**config.mk**
```make
export PLATFORM = sky130hd
export DESIGN_NAME = adrv9001_rx_sched
export DESIGN_NICKNAME = d
export VERILOG_FILES = /design/src/rtl/adrv9001_rx_sched.sv
export SDC_FILE = /design/constraint.sdc
export NUM_CORES = 1
export LEC_CHECK = 0
export CORE_MARGIN = 3
export CORE_UTILIZATION = 60
export CTS_BUF_LIST = sky130_fd_sc_hd__clkbuf_8
export CTS_CLUSTER_SIZE = 24
export DETAILED_ROUTE_END_ITERATION = 6
export GPL_TIMING_DRIVEN = 0
export PLACE_DENSITY = 0.89
export REMOVE_ABC_BUFFERS = 1
export SETUP_SLACK_MARGIN = 0.02
export SLEW_MARGIN = 0
export SYNTH_ARGS = -nofsm -noshare
export SYNTH_HDL_FRONTEND = slang
export SYNTH_SLANG_ARGS = --single-unit
```
**constraint.sdc**
```tcl
create_clock -name clk -period 4.76 [get_ports clk]
set_clock_uncertainty 0.1 [all_clocks]
set_input_delay 0.952 -clock clk [delete_from_list [all_inputs] [get_ports clk]]
set_output_delay 0.952 -clock clk [all_outputs]
set_load 0.01 [all_outputs]
```
**src/rtl/adrv9001_rx_sched.sv**
```systemverilog
// Timed receive scheduler for one ADRV9001 rx channel.
// Queued {start, count} commands gate rx_enable against a sample clock.
module adrv9001_rx_sched #(
  parameter int CMD_DEPTH = 4,
  parameter int TS_WIDTH  = 32
) (
  input  logic                          clk,
  input  logic                          rst,
  input  logic [2*TS_WIDTH-1:0]         s_cmd_tdata,
  input  logic                          s_cmd_tvalid,
  output logic                          s_cmd_tready,
  input  logic                          sample_ce,
  input  logic                          rx_valid,
  input  logic                          abort,
  output logic                          rx_enable,
  output logic                          rx_last,
  output logic [TS_WIDTH-1:0]           timestamp,
  output logic                          busy,
  output logic                          cmd_done,
  output logic                          cmd_late,
  output logic [15:0]                   late_cnt,
  output logic [$clog2(CMD_DEPTH):0]    fifo_level
);

  localparam int AW = $clog2(CMD_DEPTH);
  localparam int LW = AW + 1;

  typedef enum logic [1:0] {
    IDLE,
    WAIT,
    ACTIVE,
    DONE
  } state_t;

  state_t state;

  logic [2*TS_WIDTH-1:0] mem [CMD_DEPTH];
  logic [AW-1:0]         wr_ptr;
  logic [AW-1:0]         rd_ptr;
  logic [LW-1:0]         level_nxt;
  logic                  push;
  logic                  pop;
  logic [TS_WIDTH-1:0]   start_r;
  logic [TS_WIDTH-1:0]   count_r;
  logic [TS_WIDTH-1:0]   rx_cnt;
  logic [TS_WIDTH-1:0]   diff;

  assign push = s_cmd_tvalid && s_cmd_tready && !abort;
  assign pop  = (state == IDLE) && (fifo_level != '0) && !abort;
  // Modular distance to start; MSB set means the start time has passed.
  assign diff = start_r - timestamp;

  always_comb begin
    level_nxt = fifo_level;
    unique case (1'b1)
      push && !pop: level_nxt = fifo_level + LW'(1);
      pop && !push: level_nxt = fifo_level - LW'(1);
      default:      level_nxt = fifo_level;
    endcase
  end

  always_ff @(posedge clk) begin
    if (push) mem[wr_ptr] <= s_cmd_tdata;
  end

  always_ff @(posedge clk) begin
    if (rst || abort) begin
      wr_ptr       <= '0;
      rd_ptr       <= '0;
      fifo_level   <= '0;
      s_cmd_tready <= 1'b1;
    end else begin
      if (push) wr_ptr <= wr_ptr + AW'(1);
      if (pop)  rd_ptr <= rd_ptr + AW'(1);
      fifo_level   <= level_nxt;
      s_cmd_tready <= level_nxt < LW'(CMD_DEPTH);
    end
  end

  always_ff @(posedge clk) begin
    if (rst)            timestamp <= '0;
    else if (sample_ce) timestamp <= timestamp + TS_WIDTH'(1);
  end

  always_ff @(posedge clk) begin
    if (rst) begin
      state     <= IDLE;
      busy      <= 1'b0;
      rx_enable <= 1'b0;
      rx_last   <= 1'b0;
      cmd_done  <= 1'b0;
      cmd_late  <= 1'b0;
      late_cnt  <= '0;
      start_r   <= '0;
      count_r   <= '0;
      rx_cnt    <= '0;
    end else begin
      rx_last  <= 1'b0;
      cmd_done <= 1'b0;
      cmd_late <= 1'b0;
      if (abort) begin
        state     <= IDLE;
        busy      <= 1'b0;
        rx_enable <= 1'b0;
      end else begin
        unique case (state)
          IDLE: begin
            if (pop) begin
              {start_r, count_r} <= mem[rd_ptr];
              state <= WAIT;
              busy  <= 1'b1;
            end
          end
          WAIT: begin
            if (diff[TS_WIDTH-1]) begin
              cmd_late <= 1'b1;
              if (late_cnt != 16'hFFFF) late_cnt <= late_cnt + 16'd1;
              state <= IDLE;
              busy  <= 1'b0;
            end else if (diff == '0) begin
              state     <= ACTIVE;
              rx_enable <= 1'b1;
              rx_cnt    <= '0;
            end
          end
          ACTIVE: begin
            // count_r == 0 runs until abort
            if (rx_valid) begin
              if (count_r != '0 &&
                  rx_cnt == count_r - TS_WIDTH'(1)) begin
                rx_last <= 1'b1;
                state   <= DONE;
              end else begin
                rx_cnt <= rx_cnt + TS_WIDTH'(1);
              end
            end
          end
          DONE: begin
            rx_enable <= 1'b0;
            cmd_done  <= 1'b1;
            state     <= IDLE;
            busy      <= 1'b0;
          end
          default: begin
            state <= IDLE;
            busy  <= 1'b0;
          end
        endcase
      end
    end
  end

endmodule

```
### After elaboration in Yosys (flattened, before gate mapping)

Memories as Yosys holds them, arrays and structs flattened. A register that Yosys moved wholly into a read port is not among the register bits.
Cells that the tools add are included.

* logic and storage cells: 91
* bits in registers: 95
* input port bits: 70
* memories: 1
* bits in writable memories: 256
* output and inout bits: 57

* reductions and logical operators: 27
* magnitude comparators: 1
* muxes and demuxes: 23
* bitwise gates (word level): 4
* equality and inequality tests: 13
* add/subtract/negate cells: 9

Memory list
* mem: depth 4, width 64, rd ports 1, clocked after memory_dff 1, wr ports 1, line 37 `logic [2*TS_WIDTH-1:0] mem [CMD_DEPTH];`

Operator list (count)
* 32-bit two-way mux: 4
* 32-bit by 1-bit adder with 32-bit output, second input constant: 2
* 32-bit one-hot mux with 2 select lines: 1
* 32-bit == test: 1
* 32-bit logical NOT: 1
* 32-bit nonzero test: 1
* 32-bit by 1-bit subtractor with 32-bit output, second input constant: 1
* 32-bit subtractor: 1
* 16-bit by 1-bit adder with 16-bit output, second input constant: 1
* 16-bit inequality test, second input constant: 1
* 2-bit inequality test, second input constant: 7
* 2-bit two-way mux: 5
* 1-bit two-way mux: 9
* 3-bit AND reduction: 3
* 2-bit one-hot mux with 4 select lines: 1
* 4-bit AND reduction: 2
* 1-bit logical AND: 7
* 3-bit one-hot mux with 2 select lines: 1
* 6-bit AND reduction: 1
* 3-bit nonzero test: 2
* 2-bit by 1-bit adder with 2-bit output, second input constant: 2
* 2-bit == test, second input constant: 2
* 1-bit inverter: 4
* 2-bit nonzero test: 2
* 13 further kinds: 15

### Longest topological paths before layout

* depth in word-level cells: 7
* mapped depth: 18
* gate-level depth less buffers: 14

### Worst setup path after synthesis

OpenSTA, ideal clock, no wires.

* kind: register to register
* from: register timestamp[0]
* to: register rx_cnt[10]
* clock period less this slack: 4.201 ns
* setup time: 0.062 ns
* cell stages (with the launch flop): 15
* path slack: 0.559 ns
* arrival time: 4.039 ns
* required time: 4.598 ns
* path buffers: 1
* cells stage by stage: dfxtp_1 ha_1 fa_1 nor2b_1 o31a_1 o21ai_1 a21oi_1 o211ai_1 a32o_1 or4_1 nor4_4 a21oi_1 clkbuf_1 or4b_2 nand2_1

* longest elaborated chain between the ends: 4
* elaborated cells between the ends (all ways): 5
* those cells by class: 1 x add/sub; 2 x eq/ne; 2 x reduce/logical

RTL lines
* start, declared: line 17 `output logic [TS_WIDTH-1:0] timestamp,`
* start signal, assigned: line 82 `else if (sample_ce) timestamp <= timestamp + TS_WIDTH'(1);`
* 32-bit subtractor *: line 51 `assign diff = start_r - timestamp;`
* 32-bit logical NOT: line 120 `end else if (diff == '0) begin`
* 2-bit inequality test (no source line)
* 6-bit AND reduction (no source line) *
* end signal, assigned: line 134 `rx_cnt <= rx_cnt + TS_WIDTH'(1);`
* end, declared: line 45 `logic [TS_WIDTH-1:0] rx_cnt;`

Mark *: on every way between the ends. The rest lies on a longest branch, timed or not.
A chain may end at the register's enable or synchronous reset.

### Worst setup path after layout

Same ends and word-level chain as after synthesis.

==> results.ini <==
[synthesis]
synth_ff_type = edfxtp_1
synth-edff-count = 256
syn_inst = 1689
synth_area_mm2 = 0.0193
syn_area_per_cell_um2 = 11.4
synthArstFlopShare_pct = 0
synth_seq_area_share_pct = 56.3
ys_warn_count = 0
yosysMostFrequentCell = edfxtp_1
yosys.area.top_type = edfxtp_1
ys_top_cells_by_count = 256 x edfxtp_1, 209 x nand2_1, 159 x dfxtp_1
synth_cell_type_count = 77
synth.area.top_cells = edfxtp_1 40%, dfxtp_1 16%, mux4_2 7.5%
synth_seq_cells = 415
yosysTopAreaCellShare_pct = 39.8

[routing]
via_count = 14300
ant_nets = 0
drt_first_pass_iters = 5
wl_per_cell_um = 20.8
drt-total-wl_um = 47300
drt_iter0_drc = 1314
drcViolationCount = 0
viasPerCell = 6.29

[final_layout]
n_fill_cell = 2077
area_delta_synth_final_pct = 16.5
drive_above_1_share_pct = 11.6
fin_util_pct = 71.1
final_nets = 1932
final_area_mm2 = 0.0225

[critical_path]
slowest_stage = or4b_2
crit_chain = ha_1, fa_1, nor2b_1, o31a_1, nor2_1, xnor2_1, or3_1, nor4_1, nand4_1, nor4_4, buf_4, a21oi_4, buf_16, or4b_2, nand2_1
endpoint_kind = register
crit_family = simple AND/OR/NAND/NOR gates
cp_data_required_time_ps = 5180
crit_fanout = 34
cp-start-kind = register
critPathMaxStageDelay_ps = 650
worstSetupPathType = reg -> reg
crit_buf_inv = 2
arrival_ps = 5040

[die]
io_pins = 127
dieArea_mm2 = 0.0344
fp-row-count = 65
start_util_pct = 61.1
die_h_um = 185
die_x_um = 185
core_mm2 = 0.0316

[grt]
grt_overflow = 0
antenna_found_initial = 4
grtUsageMet2_pct = 45.2
grt_pass1_vias = 14300
grt_use_met1_pct = 35.8
grtUsageMet3_pct = 5.57
track_usage_pct = 27.3
busiest_layer = met2
grt_pass1_wl_um = 74000
grt_max_degree = 60

[power_and_ir_drop]
p_sw_share_pct = 25.0
power_density_mw_per_mm2 = 343
power_frac_comb_pct = 11.1
p_leak_nw = 7.64
switchingPower_mw = 1.93
power_frac_seq_pct = 50.6
peakVddDrop_mv = 0.283
power_frac_clock_pct = 38.3
p_int_mw = 5.78

[clock_tree]
cts_root_buf = clkbuf_8
cts_made_buffers = 67
htree_levels = 3
tritoncts = built
clock-sinks = 415
clk_path_buf_depth = 3
ctsHoldBuffers = 0
cts.clk_slew.worst_paths_ps = 60
clk_latency_ps = 580

[sta]
setup_viol = 0
worst_pin_slew_ps = 1090
final-max-slew-violation-count = 0
min_period_over_period_pct = 96.9
timing.fmax_mhz = 217
hold_viol_final = 0
relSlewSlack_pct = 26.5
period_needed_ps = 4610
fin_ws_ps = 148
rsz0062_at_grt = true

[placed_design]
place_area_mm2 = 0.0211
portBuffers = 126
pre_cts_ws_ps = -585
dpl.hpwl_um = 31500
place.gp.congestion = 0.912

[worst_hold_path]
min_path_type = reg -> reg

[run_status]
outcome = complete, no violations

[flow_run]
cap_violations = 0

-- metrics by stage --
stage / setup TNS (ps) / std cells / hold WS, ps / total power, mW
5_1_grt: -128 / 2273 / 387 / 8.00
6_report: 0 / 2273 / 367 / 7.71
2_1_floorplan: -367740 / 1600 / 330 / 4.49
3_3_place_gp: -1095860 / 2128 / 348 / 4.74
4_1_cts: 0 / 2266 / 365 / 7.72
3_5_place_dp: -9900 / 2143 / 357 / 4.77
-- layout by cell type, fill, tap and decap left out, types with 18 or more instances in the layout --
cell / synthesis / final
ha_1: 45 / 44
edfxtp_1: 256 / 256
nand2_1: 209 / 209
clkdlybuf4s50_1: 0 / 125
nand3_1: 47 / 47
dfxtp_1: 159 / 157
xnor2_1: 78 / 77
or4_1: 20 / 20
a21oi_1: 142 / 138
nor2_1: 113 / 113
nor4_1: 20 / 18
nand4_1: 31 / 31
xor2_1: 24 / 24
nor3_1: 31 / 31
inv_1: 64 / 93
mux4_2: 64 / 64
o21ai_0: 52 / 50
clkbuf_8: 0 / 73
or3_1: 43 / 43
-- worst register-to-register path, cell delays in order (launching register included) --
cell and delay (ps):
dfxtp_1 390, ha_1 280, fa_1 420, nor2b_1 180, o31a_1 330, nor2_1 100, xnor2_1 130, or3_1 350
nor4_1 370, nand4_1 290, nor4_4 310, buf_4 210, a21oi_4 150, buf_16 200, or4b_2 650, nand2_1 90
-- repair_timing --
action / in CTS / in global routing
cloned: 0 / 1
endpoints found under the setup margin: 33 / 27
pin swaps: 1 / 7
endpoints found under the hold margin: 0 / 0
gates resized for setup: 8 / 13
buffers inserted: 0 / 4
-- final cells by class --
| cell class | instances | area, µm² | share of cell area (%) |
|---|---|---|---|
| Tap cell | 402 | 503 | 2.23 |
| Inverter | 65 | 244 | 1.08 |
| Antenna cell | 2 | 5.00 | 0.0222 |
| Multi-Input combinational cell | 1121 | 7990 | 35.5 |
| Clock inverter | 50 | 289 | 1.28 |
| Sequential cell | 415 | 10900 | 48.3 |
| Clock buffer | 73 | 1000 | 4.46 |
| Timing Repair Buffer | 145 | 1590 | 7.07 |
-- state kept, by name, indices dropped and copies added, names as in the netlist, named ones only --
name	cells
rx_cnt	32
fifo_level	3
state	1
count_r	32
start_r	32
rd_ptr	2
mem	256
rx_last	1
rx_enable	1
cmd_late	1
s_cmd_tready	1
timestamp	32
late_cnt	16
busy	1
wr_ptr	2
cmd_done	1
-- power groups by stage --
| stage | registers, mW | logic (mW) | clock network [mW] |
|---|---|---|---|
| 2_1_floorplan | 3.98 | 0.517 | 0 |
| 3_3_place_gp | 3.98 | 0.753 | 0 |
| 3_5_place_dp | 3.98 | 0.788 | 0 |
| 4_1_cts | 3.91 | 0.817 | 3.00 |
| 5_1_grt | 3.91 | 0.917 | 3.17 |
| 6_report | 3.91 | 0.853 | 2.95 |
-- path summary, 6_finish.rpt --
path	cells past startpoint	start	end	slack (ps)
max	15	timestamp[0]	rx_cnt[10]	150
min	2	start_r[30]	start_r[30]	370
max reg2reg	15	timestamp[0]	rx_cnt[10]	150
min reg2reg	2	start_r[30]	start_r[30]	370
-- layer usage --
| metal | wire length (µm) | part of all wire, % | vias up |
|---|---|---|---|
| met3 | 3950 | 8.4 | 112 |
| met2 | 23000 | 49 | 681 |
| met5 | 32 | 0.068 | - |
| met4 | 1340 | 2.8 | 4 |
| li1 | - | - | 6539 |
| met1 | 18900 | 40 | 6960 |
-- logic make-up after synthesis --
kind of cell / count (synthesis) / synth area share [%]
muxes: 76 / 8.11
buffers and inverters: 154 / 3.08
xor gates and xnor gates: 102 / 4.62
DFF: 415 / 56.3
adders and majority gates: 47 / 3.12
and+or+nand+nor: 593 / 15.2
AOI/OAI and AO/OA: 302 / 9.56
Power figures use the tool's default switching activity.
